### src/rtl/channel_unpack_if.sv
// channel_unpack_if: wide-in / narrow-out set/get stream bundle.
// slave = unpacker side, master = producer/consumer side.
interface channel_unpack_if #(
  parameter int WIDTH = 8,
  parameter int COUNT = 4
);
  logic [WIDTH*COUNT-1:0] in_dat;
  logic                   in_set;
  logic                   in_get;
  logic [WIDTH-1:0]       out_dat;
  logic                   out_set;
  logic                   out_last;
  logic                   out_get;

  modport master (
    output in_dat, in_set, out_get,
    input  in_get, out_dat, out_set, out_last
  );

  modport slave (
    input  in_dat, in_set, out_get,
    output in_get, out_dat, out_set, out_last
  );
endinterface

### src/rtl/channel_unpack.sv
// channel_unpack: splits one WIDTH*COUNT word into COUNT slices, LSB first.
// Ports: clk, rst (sync, active-high), bus (slave: in_* wide, out_* narrow).
module channel_unpack #(
  parameter int WIDTH = 8,
  parameter int COUNT = 4
) (
  input  logic             clk,
  input  logic             rst,
  channel_unpack_if.slave  bus
);
  localparam int CW = $clog2(COUNT);
  localparam int SW = WIDTH * (COUNT - 1);

  logic [SW-1:0]    r_sh;
  logic [CW-1:0]    r_cnt;
  logic [WIDTH-1:0] r_dat;
  logic             r_set;
  logic             r_last;

  logic w_free;
  logic w_load;
  logic w_accept;

  // Output slot is empty or emptying this edge.
  assign w_free   = !r_set || bus.out_get;
  assign w_load   = w_free && (r_cnt != '0);
  assign w_accept = w_free && (r_cnt == '0) && bus.in_set;

  assign bus.in_get   = !rst && (r_cnt == '0) && w_free;
  assign bus.out_dat  = r_dat;
  assign bus.out_set  = r_set;
  assign bus.out_last = r_last;

  always_ff @(posedge clk) begin
    if (rst) begin
      r_sh   <= '0;
      r_cnt  <= '0;
      r_dat  <= '0;
      r_set  <= 1'b0;
      r_last <= 1'b0;
    end else if (w_free) begin
      unique case (1'b1)
        w_load: begin
          r_dat  <= r_sh[WIDTH-1:0];
          r_sh   <= r_sh >> WIDTH;
          r_cnt  <= r_cnt - CW'(1);
          r_set  <= 1'b1;
          r_last <= (r_cnt == CW'(1));
        end
        w_accept: begin
          r_dat  <= bus.in_dat[WIDTH-1:0];
          r_sh   <= bus.in_dat[WIDTH*COUNT-1:WIDTH];
          r_cnt  <= CW'(COUNT - 1);
          r_set  <= 1'b1;
          r_last <= 1'b0;
        end
        default: begin
          // Nothing to present; out_dat keeps its last value.
          r_set  <= 1'b0;
          r_last <= 1'b0;
        end
      endcase
    end
  end
endmodule

### src/flat_wrapper.sv
// flat-port wrapper written by rule: the top's interface ports become plain ports
module channel_unpack_flat 
#(
  parameter int WIDTH = 8,
  parameter int COUNT = 4
)
  (clk, rst, bus_in_dat, bus_in_set, bus_out_get, bus_in_get, bus_out_dat, bus_out_set, bus_out_last);
  channel_unpack_if #(.WIDTH(WIDTH), .COUNT(COUNT)) bus_i ();
  input  logic clk;
  input  logic rst;
  input wire logic [$bits(bus_i.in_dat)-1:0] bus_in_dat;
  input wire logic [$bits(bus_i.in_set)-1:0] bus_in_set;
  input wire logic [$bits(bus_i.out_get)-1:0] bus_out_get;
  output wire logic [$bits(bus_i.in_get)-1:0] bus_in_get;
  output wire logic [$bits(bus_i.out_dat)-1:0] bus_out_dat;
  output wire logic [$bits(bus_i.out_set)-1:0] bus_out_set;
  output wire logic [$bits(bus_i.out_last)-1:0] bus_out_last;
  assign bus_i.in_dat = bus_in_dat;
  assign bus_i.in_set = bus_in_set;
  assign bus_i.out_get = bus_out_get;
  assign bus_in_get = bus_i.in_get;
  assign bus_out_dat = bus_i.out_dat;
  assign bus_out_set = bus_i.out_set;
  assign bus_out_last = bus_i.out_last;
  channel_unpack #(.WIDTH(WIDTH), .COUNT(COUNT)) u_core (.clk(clk), .rst(rst), .bus(bus_i));
endmodule
### config.mk
export PLATFORM = sky130hd
export DESIGN_NAME = channel_unpack_flat
export DESIGN_NICKNAME = d
export VERILOG_FILES = /design/src/rtl/channel_unpack_if.sv /design/src/rtl/channel_unpack.sv /design/src/flat_wrapper.sv
export SDC_FILE = /design/constraint.sdc
export NUM_CORES = 1
export LEC_CHECK = 0
export BUFFER_PORTS_ARGS = -buffer_cell sky130_fd_sc_hd__buf_2
export CAP_MARGIN = 20
export CORE_ASPECT_RATIO = 1.25
export CORE_MARGIN = 4
export CORE_UTILIZATION = 45
export CTS_CLUSTER_DIAMETER = 50
export DETAILED_ROUTE_END_ITERATION = 7
export GPL_TIMING_DRIVEN = 0
export HOLD_SLACK_MARGIN = 0.1
export PLACE_DENSITY = 0.74
export RECOVER_POWER = 100
export SLEW_MARGIN = 15
export SYNTH_ARGS = -nofsm -noshare
export SYNTH_HDL_FRONTEND = slang
export SYNTH_SLANG_ARGS = --single-unit
### constraint.sdc
create_clock -name clk -period 1.55 [get_ports clk]
set_clock_uncertainty 0.15 [all_clocks]
set_input_delay 0.0775 -clock clk [delete_from_list [all_inputs] [get_ports clk]]
set_output_delay 0.0775 -clock clk [all_outputs]
set_load 0.1 [all_outputs]
== After elaboration in Yosys (flattened, before gate mapping) ==
Cells that the tools add are included.

* Bits of input ports: 36
* Output and inout bits: 11
* Logic and storage cells: 25
* Register bits: 36

* Mux-type cells: 5
* Add/sub/neg operators: 1
* Equality and inequality tests: 1
* Reduce and logical (&&, ||, !) cells: 13

{| class="wikitable"
|+ Operators with widths
! operator !! number
|-
| $pmux 24 s2 || 1
|-
| $pmux 8 s2 || 1
|-
| $logic_and 1x1->1 || 5
|-
| $pmux 2 s2 || 1
|-
| $reduce_bool 2->1 || 2
|-
| $eq 2x1->1 const B || 1
|-
| $logic_not 1->1 || 2
|-
| $logic_not 2->1 || 1
|-
| $mux 1 || 2
|-
| $reduce_and 2->1 || 1
|-
| $reduce_or 2->1 || 1
|-
| $sub 2x1->2 const B || 1
|-
| $logic_or 1x1->1 || 1
|}

== Longest topological paths before layout ==
Gate-level depths: netlist (run 1).

* Depth after elaboration: 6
* Depth in mapped cells: 7
* Depth with buffers taken out: 5

== Worst setup path after synthesis (run 1) ==
Ideal clock, no wire load.

* Path type: flip-flop to output port
* Start point: reg u_core.r_set, in the netlist u_core.bus.out_set
* End point: out bus_in_get
* Arrival: 2.568 ns
* Required time: 1.322 ns
* Setup slack: -1.246 ns
* Buffers on the path: 2
* Cell stages (with the launch flop): 6
* Path through: dfxtp_1 nand2b_1 buf_6 buf_2 nand2_1 nor2_1

* Word-level cells in the longest chain between the ends: 3

{| class="wikitable"
|+ RTL lines
! item !! RTL line !! text
|-
| start: declaration || channel_unpack.sv:17 || <nowiki>logic r_set;</nowiki>
|-
| start signal: assignment || channel_unpack.sv:39 || <nowiki>r_set <= 1'b0;</nowiki>
|-
| start signal: assignment || channel_unpack.sv:47 || <nowiki>r_set <= 1'b1;</nowiki>
|-
| start signal: assignment || channel_unpack.sv:54 || <nowiki>r_set <= 1'b1;</nowiki>
|-
| $logic_not 1->1 || channel_unpack.sv:25 || <nowiki>assign w_free = !r_set || bus.out_get;</nowiki>
|-
| $logic_or 1x1->1 || channel_unpack.sv:25 ||
|-
| $logic_and 1x1->1 || channel_unpack.sv:29 || <nowiki>assign bus.in_get = !rst && (r_cnt == '0) && w_free;</nowiki>
|-
| end: declaration || flat_wrapper.sv:14 || <nowiki>output wire logic [$bits(bus_i.in_get)-1:0] bus_in_get;</nowiki>
|}

No other way between the ends.

== Worst setup path in the final report (run 1) ==
* Start point: reg u_core.r_cnt[1]
* End point: out bus_in_get

* Word-level cells in the longest chain between the ends: 3

{| class="wikitable"
|+ RTL lines
! item !! RTL line !! text
|-
| start: declaration || channel_unpack.sv:15 || <nowiki>logic [CW-1:0] r_cnt;</nowiki>
|-
| start signal: assignment || channel_unpack.sv:46 || <nowiki>r_cnt <= r_cnt - CW'(1);</nowiki>
|-
| start signal: assignment || channel_unpack.sv:53 || <nowiki>r_cnt <= CW'(COUNT - 1);</nowiki>
|-
| $logic_not 2->1 || channel_unpack.sv:29 ||
|-
| $logic_and 1x1->1 (2 in a row) || channel_unpack.sv:29 ||
|}

No other way between the ends.

==> results of run 1 <==
-- kinds of logic (layout without fill, tap and decap cells) --
family / after synthesis / count (layout) / share of synthesized area
adders and majority gates: 2 / 2 / 0.0136
buffers and inverters: 26 / 112 / 0.102
AOI/OAI and AO/OA: 46 / 46 / 0.167
DFF: 36 / 36 / 0.391
and+or+nand+nor: 91 / 91 / 0.327
-- flip-flops by register name (all words and copies together) (netlist names) --
| signal | flops |
|---|---|
| u_core.bus.out_last | 1 |
| u_core.bus.out_set | 1 |
| u_core.r_sh | 24 |
| u_core.bus.out_dat | 8 |
| u_core.r_cnt | 2 |
-- report_power, final --
group	total, mW	internal [mW]	leakage [nW]	switching, mW
sequential	1.22	1.10	0.298	0.118
combinational	1.79	0.688	0.708	1.10
clock	0.693	0.363	0.0455	0.330
total	3.70	2.15	1.05	1.55
-- final timing paths --
kind	start	end	slack (ps)	cells after the start
setup / recovery	u_core.r_cnt[1]$_SDFFE_PP0P_	bus_in_get	-70	7
hold reg to reg	u_core.bus.out_last$_SDFFE_PP0P_	u_core.bus.out_last$_SDFFE_PP0P_	310	2
setup reg to reg	u_core.r_cnt[1]$_SDFFE_PP0P_	u_core.r_sh[9]$_SDFFE_PP0P_	-30	6
hold / removal	rst	u_core.r_sh[5]$_SDFFE_PP0P_	-50	2
-- metrics by stage --
step,setup WS [ps],TNS [ps]
floorplan,-27.9,-27.9
global placement,-96.3,-134
detailed placement,-120,-805
CTS,-43.6,-43.6
global route,-138,-1840
finish,-66.5,-145
-- critical path, stage by stage, from the launching register on --
cell     delay, ps
dfxtp_2        330
inv_2           80
ha_4           160
buf_6          110
buf_8           90
nand2_4         40
nor2_4          90
buf_12         180
-- what timing repair did --
item                                    4_1_cts  5_1_grt
pin swaps                                     3        1
endpoints found under the setup margin       22       30
buffers inserted                              6        2
gates cloned                                  0        0
endpoints found under the hold margin        33        7
resized for setup                            11       21
-- synth_stat cells (all sizes together) --
library cell | n | share of area
a21oi | 35 | 0.13
buf | 19 | 0.087
nor2 | 1 | 0.0020
o21ai | 9 | 0.024
inv | 3 | 0.0061
nand3 | 9 | 0.024
clkbuf | 4 | 0.0081
and2b | 1 | 0.0041
a311oi | 1 | 0.0081
ha | 2 | 0.014
nor3 | 48 | 0.13
a31oi | 1 | 0.0034
nand2b | 2 | 0.0068
and2 | 1 | 0.0034
nand3b | 1 | 0.0041
dfxtp | 36 | 0.39
nand2 | 3 | 0.0061
nor4 | 24 | 0.14
nor2b | 1 | 0.0034
-- area by class of cell --
type | count | area, µm² | share of cell area
multi-input combinational | 139 | 1050 | 0.387
sequential | 36 | 727 | 0.268
timing repair buffer | 79 | 561 | 0.207
buffer | 22 | 204 | 0.0753
clock buffer | 8 | 90.1 | 0.0333
tap | 54 | 67.6 | 0.0250
inverter | 3 | 11.3 | 0.00416
-- metal layers --
metal	vias to the layer above	track usage	routed length (µm)
met4	0	0.0768	134
met3	16	0.0394	192
met1	837	0.254	2220
met5	-	0	0
li1	907	-	-
met2	50	0.362	2620
==> flow_summary.yaml, run 1 <==
power_and_ir_drop:
  ir_drop_uv: 778
  leakagePower_nw: 1.05
  p_per_area_nw_per_um2: 1370
  total_power_mw: 3.70
sta:
  setup_slack_ps: -66.5
  drv_slew: 0
  worstMarginPinSlew_ps: 743
  period_share: 1.04
  hold_viol: 7
  slew_headroom: 0.505
  setup_viol: 6
  whs_ps: -50.9
  rsz0062_at_grt: "true"
  layout_min_cycle_time_ps: 1620
  fmax_ghz: 0.619
yosys:
  synthCells: 201
  syn_area_um2: 1850
  ys_warn_count: 0
  ys_ff_latch: 36
  syn_area_per_cell_um2: 9.18
  synth_nets: 239
  yosysSeqAreaShare: 0.391
  synthDistinctLibCells: 25
run_status:
  status: "finished with violations"
  violations: "negative hold slack, negative setup slack"
route:
  wl_mm: 5.16
  drtIter0Drc: 55
  ant_nets: 0
  via_per_inst: 5.31
  first_pass_iters: 4
  wl_per_cell_um: 15.1
  vias: 1810
  route.detailed.drc: 0
clocking:
  insertion_delay_ps: 290
  cts_tree: "built"
  cts_hold_buf: 26
  cts_buffer_depth: 2
  htreeDepth: 2
  clk_pin_slew_ps: 70
  numCtsBuffers: 5
  cts_sinks: 36
  clockRootBuffer: "clkbuf_8"
cells_and_area:
  final-instance-count-excl-fill: 341
  utilization: 0.698
  diodes: 0
  n_fill_cell: 338
  postLayoutCellArea_um2: 2710
  area_growth_pct: 46.7
  layout_commonest_cell: "buf_2"
  fin_nets: 324
  layout_common_cells: "40 x buf_2, 35 x nor3_1, 33 x dfxtp_1"
  drive_gt1_frac: 0.484
die:
  core.rowCount: 25
  die_h_um: 79.6
  die_w_um: 65.3
  num_io_pins: 47
  initial_core_util: 0.476
  die_area_um2: 5200
  core-area_um2: 3880
global_route:
  grt_antenna_before_repair: 0
  grt_pass1_wl_mm: 8.36
  grt_pass1_vias: 1728
  grt_max_degree: 11
  grt_usage: 0.209
  overflow: 0
setup_path:
  crit_path_end_kind: "output pin"
  critical_path_class: "flop to output pin"
  startpoint_type: "flop"
  critical_path.max_fanout: 4
  required_ps: 1320
  critPathArrivalTime_ps: 1390
worst_hold_path:
  hold_class: "primary input to flop"
flow_run:
  drv_cap: 0
placement:
  dp_hpwl_mm: 3.34
  place_area_um2: 2200
  place_congestion: 0.808
  placed_cells: 300
  numPortBuffers: 45
(Power assumes the default switching activity.)
==> inputs of run 2 (changes only) <==
--- a/config.mk
+++ b/config.mk
@@ -9,12 +9,12 @@
 export CAP_MARGIN = 20
 export CORE_ASPECT_RATIO = 1.25
 export CORE_MARGIN = 4
-export CORE_UTILIZATION = 45
+export CORE_UTILIZATION = 40
 export CTS_CLUSTER_DIAMETER = 50
 export DETAILED_ROUTE_END_ITERATION = 7
 export GPL_TIMING_DRIVEN = 0
 export HOLD_SLACK_MARGIN = 0.1
-export PLACE_DENSITY = 0.74
+export PLACE_DENSITY = 0.65
 export RECOVER_POWER = 100
 export SLEW_MARGIN = 15
 export SYNTH_ARGS = -nofsm -noshare
==> constraint.sdc (replaced) <==
create_clock -name clk -period 1.7 [get_ports clk]
set_clock_uncertainty 0.15 [all_clocks]
set_input_delay 0.085 -clock clk [delete_from_list [all_inputs] [get_ports clk]]
set_output_delay 0.085 -clock clk [all_outputs]
set_load 0.1 [all_outputs]
==> flow_summary.yaml, run 2 (synthesis results as in run 1) <==
run_status:
  status: "finished, final reports clean"
setup_path:
  critical_path_class: "flop to output pin"
  critical_path.max_fanout: 5
  startpoint_type: "flop"
  crit_path_end_kind: "output pin"
  required_ps: 1460
  critPathArrivalTime_ps: 1390
cells_and_area:
  top_register: "u_core.r_sh"
  layout_common_cells: "48 x nor3_1, 39 x buf_2, 34 x dlygate4sd3_1"
  largest_reg_flops: 24
  diodes: 0
  final-instance-count-excl-fill: 348
  postLayoutCellArea_um2: 2700
  area_growth_pct: 46.1
  drive_gt1_frac: 0.414
  n_fill_cell: 400
  utilization: 0.609
  fin_nets: 327
  layout_commonest_cell: "nor3_1"
sta:
  drv_slew: 0
  hold_viol: 0
  worstMarginPinSlew_ps: 693
  layout_min_cycle_time_ps: 1620
  setup_viol: 0
  tns_ps: 0
  whs_ps: 136
  period_share: 0.953
  slew_headroom: 0.538
  fmax_ghz: 0.617
  rsz0062_at_grt: "true"
route:
  wl_per_cell_um: 14.7
  wl_mm: 5.13
  via_per_inst: 5.16
  vias: 1794
  drtIter0Drc: 58
  ant_nets: 0
  first_pass_iters: 4
  route.detailed.drc: 0
die:
  initial_core_util: 0.417
  core-area_um2: 4430
  die_h_um: 83.9
  core.rowCount: 27
  num_io_pins: 47
  die_w_um: 68.8
  die_area_um2: 5770
clocking:
  insertion_delay_ps: 290
  htreeDepth: 2
  cts_sinks: 36
  clk_pin_slew_ps: 70
  cts_buffer_depth: 2
  numCtsBuffers: 5
  cts_tree: "built"
  clockRootBuffer: "clkbuf_8"
placement:
  place_area_um2: 2170
  dp_hpwl_mm: 3.52
  place_congestion: 0.805
  placed_cells: 304
  numPortBuffers: 45
worst_hold_path:
  hold_class: "primary input to flop"
power_and_ir_drop:
  leakagePower_nw: 1.05
  ir_drop_uv: 471
  p_per_area_nw_per_um2: 1270
flow_run:
  drv_cap: 0
global_route:
  grt_max_degree: 20
  grt_pass1_vias: 1821
  overflow: 0
  grt_pass1_wl_mm: 8.58
  grt_usage: 0.195
  grt_antenna_before_repair: 0
## run 2: final timing paths
check | startpoint | to | slack [ps] | cells after the start
max | u_core.r_cnt[1]$_SDFFE_PP0P_ | bus_in_get | 80 | 7
min | bus_out_get | u_core.r_cnt[1]$_SDFFE_PP0P_ | 140 | 4
max reg2reg | u_core.r_cnt[1]$_SDFFE_PP0P_ | u_core.r_sh[15]$_SDFFE_PP0P_ | 110 | 6
min reg2reg | u_core.bus.out_last$_SDFFE_PP0P_ | u_core.bus.out_last$_SDFFE_PP0P_ | 320 | 2
## run 2: area by class of cell
cell class	instances	area [µm²]	area share
Buffer	22	189	0.0701
Timing Repair Buffer	82	603	0.224
Sequential cell	36	727	0.270
Clock inverter	1	30.0	0.0111
Tap cell	58	72.6	0.0269
Clock buffer	7	96.3	0.0357
Multi-Input combinational cell	139	967	0.359
Inverter	3	11.3	0.00418
## run 2: report_power, final
part / switching (mW) / internal, mW
sequential: 0.106 / 1.01
clock: 0.309 / 0.518
combinational: 0.942 / 0.557
total: 1.36 / 2.08
## run 2: timing repair
| item | in CTS | in global routing |
|---|---|---|
| gates resized for setup | 11 | 5 |
| endpoints found under the hold margin | 33 | 0 |
| hold buffers | 34 | 0 |
| pin swaps | 0 | 2 |
| setup endpoints to repair | 5 | 14 |
| buffers inserted | 2 | 1 |
## run 2: per-layer routing
| metal | global-route usage | wire (µm) |
|---|---|---|
| met5 | 0 | 0 |
| met2 | 0.329 | 2680 |
| met4 | 0.0745 | 117 |
| met3 | 0.0418 | 238 |
| met1 | 0.232 | 2090 |
## run 2: metrics by stage
stage          total power [mW]  setup WS (ps)
2_1_floorplan              2.22           5.56
3_3_place_gp               2.46           -137
3_5_place_dp               2.48           -143
4_1_cts                    3.44           11.1
5_1_grt                    3.62          -2.21
6_report                   3.44           79.3
## run 2: worst max-delay path: stages, from the launching register on
cell and delay, ps:
dfxtp_2 330, inv_2 70, ha_4 160, buf_6 110, buf_6 90, nand2_2 50, nor2_4 100, buf_12 180
